[src/rtl/data_mem_lsu_if.sv]
// Request/response bundle between the load/store unit and the data memory.
// The master side issues requests and consumes responses.
interface data_mem_lsu_if #(
    parameter int DATA_W = 32,
    parameter int ADDR_W = 32
);
    logic              req_valid;
    logic              req_ready;
    logic              req_we;
    logic [1:0]        req_size;
    logic              req_unsigned;
    logic [ADDR_W-1:0] req_addr;
    logic [DATA_W-1:0] req_wdata;
    logic              rsp_valid;
    logic              rsp_ready;
    logic [DATA_W-1:0] rsp_rdata;
    logic              rsp_err;

    modport master (
        output req_valid,
        output req_we,
        output req_size,
        output req_unsigned,
        output req_addr,
        output req_wdata,
        output rsp_ready,
        input  req_ready,
        input  rsp_valid,
        input  rsp_rdata,
        input  rsp_err
    );

    modport slave (
        input  req_valid,
        input  req_we,
        input  req_size,
        input  req_unsigned,
        input  req_addr,
        input  req_wdata,
        input  rsp_ready,
        output req_ready,
        output rsp_valid,
        output rsp_rdata,
        output rsp_err
    );
endinterface

[src/rtl/data_mem_lsu.sv]
// Byte-addressed data memory with sized/extended access, error detection,
// configurable read latency and a single-outstanding valid/ready handshake.
module data_mem_lsu #(
    parameter int DATA_W   = 32,
    parameter int DEPTH    = 32,
    parameter int ADDR_W   = 32,
    parameter int READ_LAT = 1
) (
    input logic           clk,
    input logic           rst,
    data_mem_lsu_if.slave bus
);
    localparam int NB    = DATA_W / 8;
    localparam int OFF_W = $clog2(NB);
    localparam int IDX_W = (DEPTH > 1) ? $clog2(DEPTH) : 1;
    localparam logic [2:0] LAST = 3'(READ_LAT - 1);

    typedef enum logic [1:0] {
        IDLE,
        BUSY,
        RESP
    } state_t;

    state_t state, state_d;
    logic [2:0] cnt, cnt_d;

    logic [DATA_W-1:0] mem [DEPTH];

    logic [OFF_W-1:0]  off;
    logic [OFF_W-1:0]  amask;
    logic [ADDR_W-1:0] idx;
    logic [IDX_W-1:0]  widx;
    logic [3:0]        nbytes;
    logic [6:0]        nbits;
    logic              mis;
    logic              oor;
    logic              bad_size;
    logic              err;
    logic              acc;
    logic [NB-1:0]     lanes;
    logic [NB-1:0]     be;
    logic [DATA_W-1:0] wsh;
    logic [DATA_W-1:0] word;
    logic [DATA_W-1:0] shifted;
    logic [DATA_W-1:0] fmask;
    logic [DATA_W-1:0] msb;
    logic [DATA_W-1:0] ext;
    logic [DATA_W-1:0] rdata_q;
    logic              err_q;

    assign off      = bus.req_addr[OFF_W-1:0];
    assign idx      = bus.req_addr >> OFF_W;
    assign widx     = idx[IDX_W-1:0];
    assign nbytes   = 4'd1 << bus.req_size;
    assign nbits    = {nbytes, 3'b000};
    assign amask    = OFF_W'(nbytes - 4'd1);
    assign mis      = |(off & amask);
    assign oor      = idx >= ADDR_W'(DEPTH);
    assign bad_size = (bus.req_size == 2'd3) && (DATA_W == 32);
    assign err      = mis | oor | bad_size;
    assign acc      = bus.req_valid && bus.req_ready;

    // Lane enables: size-bytes ones, moved up to the byte offset
    assign lanes = ~({NB{1'b1}} << nbytes);
    assign be    = lanes << off;
    assign wsh   = bus.req_wdata << {off, 3'b000};

    always_ff @(posedge clk) begin
        if (acc && bus.req_we && !err) begin
            for (int i = 0; i < NB; i++) begin
                if (be[i]) begin
                    mem[widx][8*i +: 8] <= wsh[8*i +: 8];
                end
            end
        end
    end

    assign word    = mem[widx];
    assign shifted = word >> {off, 3'b000};
    assign fmask   = ~({DATA_W{1'b1}} << nbits);
    assign msb     = {{(DATA_W-1){1'b0}}, 1'b1} << (nbits - 7'd1);

    always_comb begin
        ext = shifted & fmask;
        if (!bus.req_unsigned && |(shifted & msb)) begin
            ext = shifted | ~fmask;
        end
    end

    always_ff @(posedge clk or posedge rst) begin
        if (rst) begin
            state <= IDLE;
            cnt   <= '0;
        end else begin
            state <= state_d;
            cnt   <= cnt_d;
        end
    end

    // cnt holds the number of edges since acceptance while in BUSY
    always_comb begin
        state_d = state;
        cnt_d   = cnt;
        unique case (state)
            IDLE: begin
                if (acc) begin
                    state_d = (READ_LAT == 1) ? RESP : BUSY;
                    cnt_d   = (READ_LAT == 1) ? 3'd0 : 3'd1;
                end
            end
            BUSY: begin
                if (cnt == LAST) begin
                    state_d = RESP;
                    cnt_d   = '0;
                end else begin
                    cnt_d = cnt + 3'd1;
                end
            end
            RESP: begin
                if (bus.rsp_ready) begin
                    state_d = IDLE;
                end
            end
            default: state_d = IDLE;
        endcase
    end

    always_ff @(posedge clk or posedge rst) begin
        if (rst) begin
            rdata_q <= '0;
            err_q   <= 1'b0;
        end else if (acc) begin
            err_q   <= err;
            rdata_q <= (bus.req_we || err) ? '0 : ext;
        end
    end

    assign bus.req_ready = (state == IDLE) && !rst;
    assign bus.rsp_valid = (state == RESP);
    assign bus.rsp_rdata = rdata_q;
    assign bus.rsp_err   = err_q;
endmodule

[src/flat_wrapper.sv]
// flat-port wrapper written by rule: the top's interface ports become plain ports
module data_mem_lsu_flat 
#(
    parameter int DATA_W   = 32,
    parameter int DEPTH    = 32,
    parameter int ADDR_W   = 32,
    parameter int READ_LAT = 1
)
  (clk, rst, bus_req_valid, bus_req_we, bus_req_size, bus_req_unsigned, bus_req_addr, bus_req_wdata, bus_rsp_ready, bus_req_ready, bus_rsp_valid, bus_rsp_rdata, bus_rsp_err);
  data_mem_lsu_if #(.DATA_W(DATA_W), .ADDR_W(ADDR_W)) bus_i ();
  input logic clk;
  input logic rst;
  input wire logic [$bits(bus_i.req_valid)-1:0] bus_req_valid;
  input wire logic [$bits(bus_i.req_we)-1:0] bus_req_we;
  input wire logic [$bits(bus_i.req_size)-1:0] bus_req_size;
  input wire logic [$bits(bus_i.req_unsigned)-1:0] bus_req_unsigned;
  input wire logic [$bits(bus_i.req_addr)-1:0] bus_req_addr;
  input wire logic [$bits(bus_i.req_wdata)-1:0] bus_req_wdata;
  input wire logic [$bits(bus_i.rsp_ready)-1:0] bus_rsp_ready;
  output wire logic [$bits(bus_i.req_ready)-1:0] bus_req_ready;
  output wire logic [$bits(bus_i.rsp_valid)-1:0] bus_rsp_valid;
  output wire logic [$bits(bus_i.rsp_rdata)-1:0] bus_rsp_rdata;
  output wire logic [$bits(bus_i.rsp_err)-1:0] bus_rsp_err;
  assign bus_i.req_valid = bus_req_valid;
  assign bus_i.req_we = bus_req_we;
  assign bus_i.req_size = bus_req_size;
  assign bus_i.req_unsigned = bus_req_unsigned;
  assign bus_i.req_addr = bus_req_addr;
  assign bus_i.req_wdata = bus_req_wdata;
  assign bus_i.rsp_ready = bus_rsp_ready;
  assign bus_req_ready = bus_i.req_ready;
  assign bus_rsp_valid = bus_i.rsp_valid;
  assign bus_rsp_rdata = bus_i.rsp_rdata;
  assign bus_rsp_err = bus_i.rsp_err;
  data_mem_lsu #(.DATA_W(DATA_W), .DEPTH(DEPTH), .ADDR_W(ADDR_W), .READ_LAT(READ_LAT)) u_core (.clk(clk), .rst(rst), .bus(bus_i));
endmodule
[config.mk]
export PLATFORM = sky130hd
export DESIGN_NAME = data_mem_lsu_flat
export DESIGN_NICKNAME = d
export VERILOG_FILES = /design/src/rtl/data_mem_lsu_if.sv /design/src/rtl/data_mem_lsu.sv /design/src/flat_wrapper.sv
export SDC_FILE = /design/constraint.sdc
export NUM_CORES = 1
export LEC_CHECK = 0
export ABC_AREA = 0
export CAP_MARGIN = 15
export CORE_UTILIZATION = 60
export DETAILED_ROUTE_END_ITERATION = 8
export PLACE_DENSITY = 0.78
export SLEW_MARGIN = 20
export SYNTH_ARGS = -nofsm -noshare
export SYNTH_HDL_FRONTEND = slang
export SYNTH_SLANG_ARGS = --single-unit
[constraint.sdc]
create_clock -name clk -period 3.5 [get_ports clk]
set_input_delay 0.7 -clock clk [delete_from_list [all_inputs] [get_ports clk]]
set_output_delay 0.7 -clock clk [all_outputs]
set_load 0.01 [all_outputs]
==> results of run 1 <==
==> worst max-delay path by stage <==
stage / startpoint / end / slack, ps / cells past startpoint
3_5_place_dp: bus_req_addr[2] / u_core.bus.rsp_rdata[18] / 50 / 9
6_report: bus_req_addr[6] / u_core.bus.rsp_rdata[4] / 600 / 10
3_3_place_gp: bus_req_addr[3] / u_core.bus.rsp_rdata[6] / 50 / 10
4_1_cts: bus_req_addr[3] / u_core.bus.rsp_rdata[26] / 700 / 11
5_1_grt: bus_req_addr[3] / u_core.bus.rsp_rdata[26] / 490 / 11
2_1_floorplan: bus_req_addr[0] / u_core.mem[0][19] / 130 / 5
==> worst max-delay path: cells and delay by family <==
kind | cells | cell delay, ps
simple gates | 3 | 1260
compound gates | 3 | 410
buf+inv | 4 | 1110
==> power by group <==
| part | switching (W) | internal [W] | total (W) |
|---|---|---|---|
| combinational | 0.00105 | 0.000638 | 0.00169 |
| clock | 0.00466 | 0.00654 | 0.0112 |
| sequential | 0.00000130 | 0.0140 | 0.0140 |
==> stage by stage <==
step	util [%]	setup slack, ps	std cells	area (um^2)	power, W
floorplan	-	130	2124	41800	0.0151
global placement	67.1	53.7	3364	46200	0.0158
detailed placement	67.1	45.7	3364	46200	0.0159
CTS	72.1	695	3547	49600	0.0268
global route	72.1	487	3548	49600	0.0274
finish	72.1	602	3550	49600	0.0268
==> layout make-up <==
cell class | count | area share (%)
clock inverter | 64 | 1.47
clock buffer | 119 | 5.37
inverter | 9 | 0.0680
sequential | 1058 | 63.7
antenna | 2 | 0.0101
tap | 931 | 2.35
multi-input combinational | 929 | 19.2
timing repair buffer | 438 | 7.88
==> logic make-up (layout without fill, tap and decap cells) <==
group	Yosys count	in the layout	share of synthesized area, %
flip-flops	1058	1058	75.6
AND/OR/NAND/NOR	370	370	4.30
multiplexers	330	330	14.4
AO/OA/AOI/OAI	229	229	3.81
buffers and inverters	137	630	1.94
other	0	2	0
==> flip-flops by register name, summed over array words and instances, names as in the netlist <==
register	cells
u_core.mem	1024
u_core.bus.rsp_err	1
u_core.state	1
u_core.bus.rsp_rdata	32
==> layer usage <==
metal,track usage (%),vias up,routed length [um]
met5,0,-,30
met4,15.1,6,5910
met3,8.84,359,14300
met2,52.4,1856,55400
met1,47.3,12400,43100
li1,-,9605,-
==> cell usage in the layout, fill, tap and decap left out, types with 15 or more instances in the layout <==
cell,n
clkdlybuf4s50_1,100
edfxtp_1,1024
a22oi_1,43
mux2i_1,97
o21ai_0,22
buf_12,29
nor4_1,21
mux2_2,18
o22ai_1,62
dfrtp_1,34
clkbuf_16,102
nor2_1,161
nand2_1,77
bufinv_16,15
nand4_1,16
mux4_2,215
clkinv_1,24
buf_4,302
==> key figures, run 1 <==
Timing
  – Tcrit/Tclk final: 82.8%
  – Hold_ws: 507 ps
  – Post-route clock skew: between 20 and 25 ps
  – Max Fclk: 345 MHz
  – Setup tns final: 0 ps
  – Max-Slew Margin vs Limit: 29.0%
  – Final Slew Violations: 0
  – Shortest period the worst path allows: 2900 ps
  – Endpoints failing hold: 0
  – Slew @ Worst Pin: 1050 ps
  – RSZ-0062 raised after global routing: no
  – Setup Viol. Count Final: 0

Floorplan
  – Chip Width: approximately 270 um
  – Row count: 96
  – Die H: about 270 um
  – Starting Density: 60.8%
  – Core Area: 68800 um^2
  – Die area: 70800 um^2
  – Num ports: 107

Clock tree
  – CTS Hold Buffers Added: 0
  – Clock Sinks: approximately 1100
  – Clock Latency Late Sink: 670 ps
  – Post-CTS setup buffers: 0
  – H-Tree Depth: 3
  – Total CTS buffers: 100
  – Worst-path clk slew: 70 ps
  – Worst-case clock buffer depth: 3
  – CTS resizes: 0
  – CTS tree: built
  – Clk root buf: clkbuf_16

Setup path
  – CP max stage delay: 860 ps
  – Crit path capture type: flip-flop
  – Crit-path cells: clkdlybuf4s50_1 -> buf_12 -> buf_4 -> or3b_1 -> buf_4 -> o22ai_1 -> nor4_1 -> nand2_1 -> a21oi_1 -> a221o_1
  – Crit-path max FO: 28
  – R2R Path End: u_core.bus.rsp_rdata[26]
  – CP required: 4100 ps
  – Worst-path cell with the longest stage delay: nor4_1
  – Worst reg2reg startpoint: u_core.mem[13][7]
  – Most frequent CP cell: buf_4
  – R2R cell count: 10
  – Critical path class: input port to flip-flop
  – R2r setup slk: ~840 ps
  – Worst path arrival time: 3500 ps
  – Crit start category: input port

Route
  – Starting DRC count in detailed routing: 3862
  – Vias: 24200
  – Drt wl/cell: approximately 33 um
  – Residual DRC: 0
  – Drt first pass iters: 6
  – Antenna viol nets, final: 0
  – Final WL: 119000 um
  – Vias per cell: 6.82

Cells and area
  – Area of the multi-input gates: 9530 um^2
  – Layout cells sized above 1: between 20 and 30%
  – Final #Nets: 2608
  – Fill count: 3940
  – Synthesis-to-layout area growth: 18.7%
  – Register area: 31600 um^2

Power
  – P_leak: 16.4 nW
  – Pwr/cell area: 541 nW/um^2
  – Maximum vdd ir drop: 0.499 mV

Logic synthesis
  – Mean Syn Cell Area: 19.7 um^2
  – Ys flop type: edfxtp_1
  – Mapped Cells: 2124
  – Seq cells post-synth: ~1100
  – Synth area leaders: edfxtp_1 (74%), mux4_2 (12%), mux2i_1 (2.3%)
  – Share of the synthesized area in the top cell type: 73.5%
  – Cell with the most instances after synthesis: edfxtp_1
  – Synthesized net count: 2196
  – Syn Std Cell Area: approximately 42000 um^2
  – Post-synthesis cell type count: 60
  – Register area share after synthesis: between 70% and 80%
  – Synth warn: 0
  – Asr flop ratio synth: under 10%
  – Synth area leader: edfxtp_1
  – Post-synth top cells: edfxtp_1 (1024), mux4_2 (215), nor2_1 (169)
  – EDFF count, synth: ~1000

Placed design
  – Hpwl dp: 78900 um
  – Routability cong.: 1.05
  – Port bufs: approximately 110

Global route
  – Vias in the first global route: approximately 24000
  – Gr ovfl total: 0
  – Initial antenna violation count: 6
  – Global-route wire length before repair: 169000 um
  – Overall global routing resource usage: 34.3%
  – Pin count of the biggest net entering global routing: 50

Status
  – Status: completed

Run
  – Max cap viols: 0

Min path
  – Worst hold path type: flip-flop to flip-flop
  – Hold Crit Depth: 2
  – Hold Path End: u_core.bus.rsp_rdata[22]
  – Worst hold start: u_core.bus.rsp_rdata[22]
(Power assumes the default switching activity.)
==> run 2, diff against run 1 <==
CORE_UTILIZATION = 56   (was 60)
PLACE_DENSITY = 0.76   (was 0.78)
clock period = 2.5 ns   (was 3.5 ns; I/O delays follow)
==> key figures, run 2 (same netlist as run 1, synthesis figures left out) <==
Status
  – Status: finished, violations left (was completed)
  – Failing checks: setup timing

Setup path
  – CP max stage delay: 470 ps (was 860 ps)
  – Crit-path max FO: 17 (was 28)
  – Crit-path cells: buf_8 -> buf_12 -> buf_12 -> mux2i_1 -> o22ai_1 -> nor4_1 -> nand3_1 -> a32oi_4 -> o22ai_4 -> clkbuf_16 -> a221o_1 (was clkdlybuf4s50_1 -> buf_12 -> buf_4 -> or3b_1 -> buf_4 -> o22ai_1 -> nor4_1 -> nand2_1 -> a21oi_1 -> a221o_1)
  – Bufs and invs on worst path: 4 (unchanged)
  – Worst path arrival time: 3140 ps (was 3500 ps)
  – CP required: 3020 ps (was 4100 ps)
  – Delay-heaviest family, CP: compound AO/OA/AOI/OAI gates (was simple AND/OR/NAND/NOR gates)
  – Most frequent CP cell: buf_12 (was buf_4)
  – Worst-path cell with the longest stage delay: mux2i_1 (was nor4_1)
  – Crit start category: input port (unchanged)
  – Critical path class: input port to flip-flop (unchanged)
  – Crit path capture type: flip-flop (unchanged)

Cells and area
  – Most frequent cells in the layout: edfxtp_1 (1024), buf_4 (358), mux4_2 (215) (was edfxtp_1 (1024), buf_4 (302), mux4_2 (215))
  – Most common cell after layout, fill and taps aside: edfxtp_1 (unchanged)
  – Synthesis-to-layout area growth: 26.2% (was 18.7%)
  – Final #Nets: 2778 (was 2608)
  – Max reg flops: 1024 (unchanged)
  – Largest register by flop count: u_core.mem (unchanged)
  – Final instance area: 52800 um^2 (was 49600 um^2)
  – Layout cells sized above 1: 37.7% (was 29.3%)

Timing
  – Max Fclk: ~380 MHz
  – RSZ-0062 raised after global routing: yes (was no)
  – Tcrit/Tclk final: 104%
  – Shortest period the worst path allows: 2610 ps
  – Setup tns final: -1700 ps (was 0 ps)
  – Endpoints failing hold: 0 (unchanged)
  – Slew @ Worst Pin: 845 ps (was 1050 ps)
  – Post-route clock skew: 28.4 ps (was 20.7 ps)
  – Setup Viol. Count Final: 41 (was 0)
  – Final WS setup: -112 ps (was 602 ps)
  – Max-Slew Margin vs Limit: 43.5% (was 29.0%)
  – Final Slew Violations: 0 (unchanged)
  – Hold_ws: 466 ps (was 507 ps)

Min path
  – Worst hold path type: input port to async pin (was flip-flop to flip-flop)

Placed design
  – Pre-CTS WS: -1010 ps (was 45.7 ps)
  – Area after DPL: 48700 um^2 (was 46200 um^2)
  – Hpwl dp: 83700 um (was 78900 um)
  – Port bufs: 106 (unchanged)
  – Routability cong.: 1.03 (was 1.05)

Clock tree
  – Total CTS buffers: 102 (was 100)
  – CTS tree: built (unchanged)
  – Clock Latency Late Sink: 670 ps (about the same)
  – Clock Sinks: 1058 (unchanged)
  – Clk root buf: clkbuf_16 (unchanged)
  – Worst-path clk slew: 60 ps (was 70 ps)
  – H-Tree Depth: 3 (unchanged)
  – Worst-case clock buffer depth: 3 (unchanged)

Floorplan
  – Num ports: 107 (unchanged)
  – Starting Density: 56.9% (was 60.8%)
  – Row count: 99 (was 96)
  – Die H: 275 um (was 266 um)
  – Die area: 75800 um^2 (was 70800 um^2)
  – Core Area: 73500 um^2 (was 68800 um^2)
  – Chip Width: 275 um (was 266 um)

Power
  – Final total power: 0.0375 W (was 0.0268 W)
  – Sw frac: 21.5% (was 21.3%)
  – Seq pwr share: 52.1% (was 52.0%)
  – Pwr/cell area: 710 nW/um^2 (was 541 nW/um^2)
  – P_leak: 17.6 nW (was 16.4 nW)
  – Maximum vdd ir drop: 0.551 mV (was 0.499 mV)
  – Sw power: 0.00808 W (was 0.00571 W)
  – Power share of the combinational group: 7.2% (was 6.3%)
  – Part of the power in the clock network: 40.7% (was 41.7%)
  – Internal: 0.0294 W (was 0.0211 W)

Route
  – Vias: 25100 (was 24200)
  – Residual DRC: 0 (unchanged)
  – Drt wl/cell: 33.1 um (was 33.4 um)
  – Drt first pass iters: 6 (unchanged)
  – Vias per cell: 6.69 (was 6.82)
  – Antenna viol nets, final: 0 (unchanged)
  – Starting DRC count in detailed routing: 3823 (was 3862)
  – Final WL: 124000 um (was 119000 um)

Global route
  – Initial antenna violation count: 5 (was 6)
  – Pin count of the biggest net entering global routing: 35 (was 50)
  – Global-route wire length before repair: 174000 um (was 169000 um)
  – Overall global routing resource usage: 32.8% (was 34.3%)
  – Gr ovfl total: 0 (unchanged)
  – Vias in the first global route: 24500 (was 23900)

Run
  – Max cap viols: 0 (unchanged)
==> run 2: worst reg2reg max path, stage by stage (launching register included) <==
cell and delay, ps:
edfxtp_1 380, mux4_2 480, and3_4 200, nor4_4 310
buf_4 180, nand2_2 60, a32oi_4 210, o22ai_4 140
clkbuf_16 200, a221o_1 260
==> run 2: through the flow <==
| step | util [%] | instances |
|---|---|---|
| after floorplan | - | 2124 |
| final | 71.9 | 3748 |
| after CTS | 71.2 | 3732 |
| after global placement | 66.3 | 3542 |
| after global routing | 71.9 | 3746 |
| after detailed placement | 66.3 | 3542 |
==> run 2: timing repair <==
action,4_1_cts,5_1_grt
buffers inserted,4,9
pin swaps,2,14
endpoints found under the hold margin,0,0
endpoints found under the setup margin,260,600
gates resized for setup,32,81
hold buffers,0,0
cloned,1,8
==> run 2: final timing paths <==
path	from	to	slack [ps]	depth (start not counted)
max	bus_req_addr[3]	u_core.bus.rsp_rdata[25]	-110	11
min	rst	u_core.bus.rsp_rdata[29]	470	4
max reg2reg	u_core.mem[26][23]	u_core.bus.rsp_rdata[25]	-60	9
min reg2reg	u_core.bus.rsp_rdata[21]	u_core.bus.rsp_rdata[21]	520	1
max in group asynchronous	rst	u_core.bus.rsp_rdata[14]	1630	4
min in group clk	u_core.bus.rsp_rdata[21]	u_core.bus.rsp_rdata[21]	520	1
==> run 2: final cells by class <==
cell class              instances  area, um^2
fillers                      4142       20700
multi-input cells             929       10300
inverters                       9        33.8
flip-flops and latches       1058       31600
diodes                          2        5.00
clock buffers                 127        2690
well taps                     959        1200
clock inverters                58         606
repair buffers                606        6360
==> run 2: power groups by stage <==
stage | clock network (W) | registers, W | logic (W)
floorplan | 0 | 0.0199 | 0.00118
global placement | 0 | 0.0199 | 0.00248
detailed placement | 0 | 0.0199 | 0.00254
CTS | 0.0154 | 0.0195 | 0.00259
global route | 0.0160 | 0.0195 | 0.00276
finish | 0.0153 | 0.0195 | 0.00268
==> run 2: metal layers <==
| layer | track usage, % | share of wire, % | wire, um | vias to the layer above |
|---|---|---|---|---|
| li1 | - | - | - | 9954 |
| met1 | 47.9 | 37 | 46400 | 12900 |
| met2 | 50.3 | 47 | 57900 | 1889 |
| met3 | 6.29 | 12 | 14600 | 306 |
| met4 | 11.5 | 4.1 | 5050 | 4 |
| met5 | 0.689 | 0.073 | 90 | - |
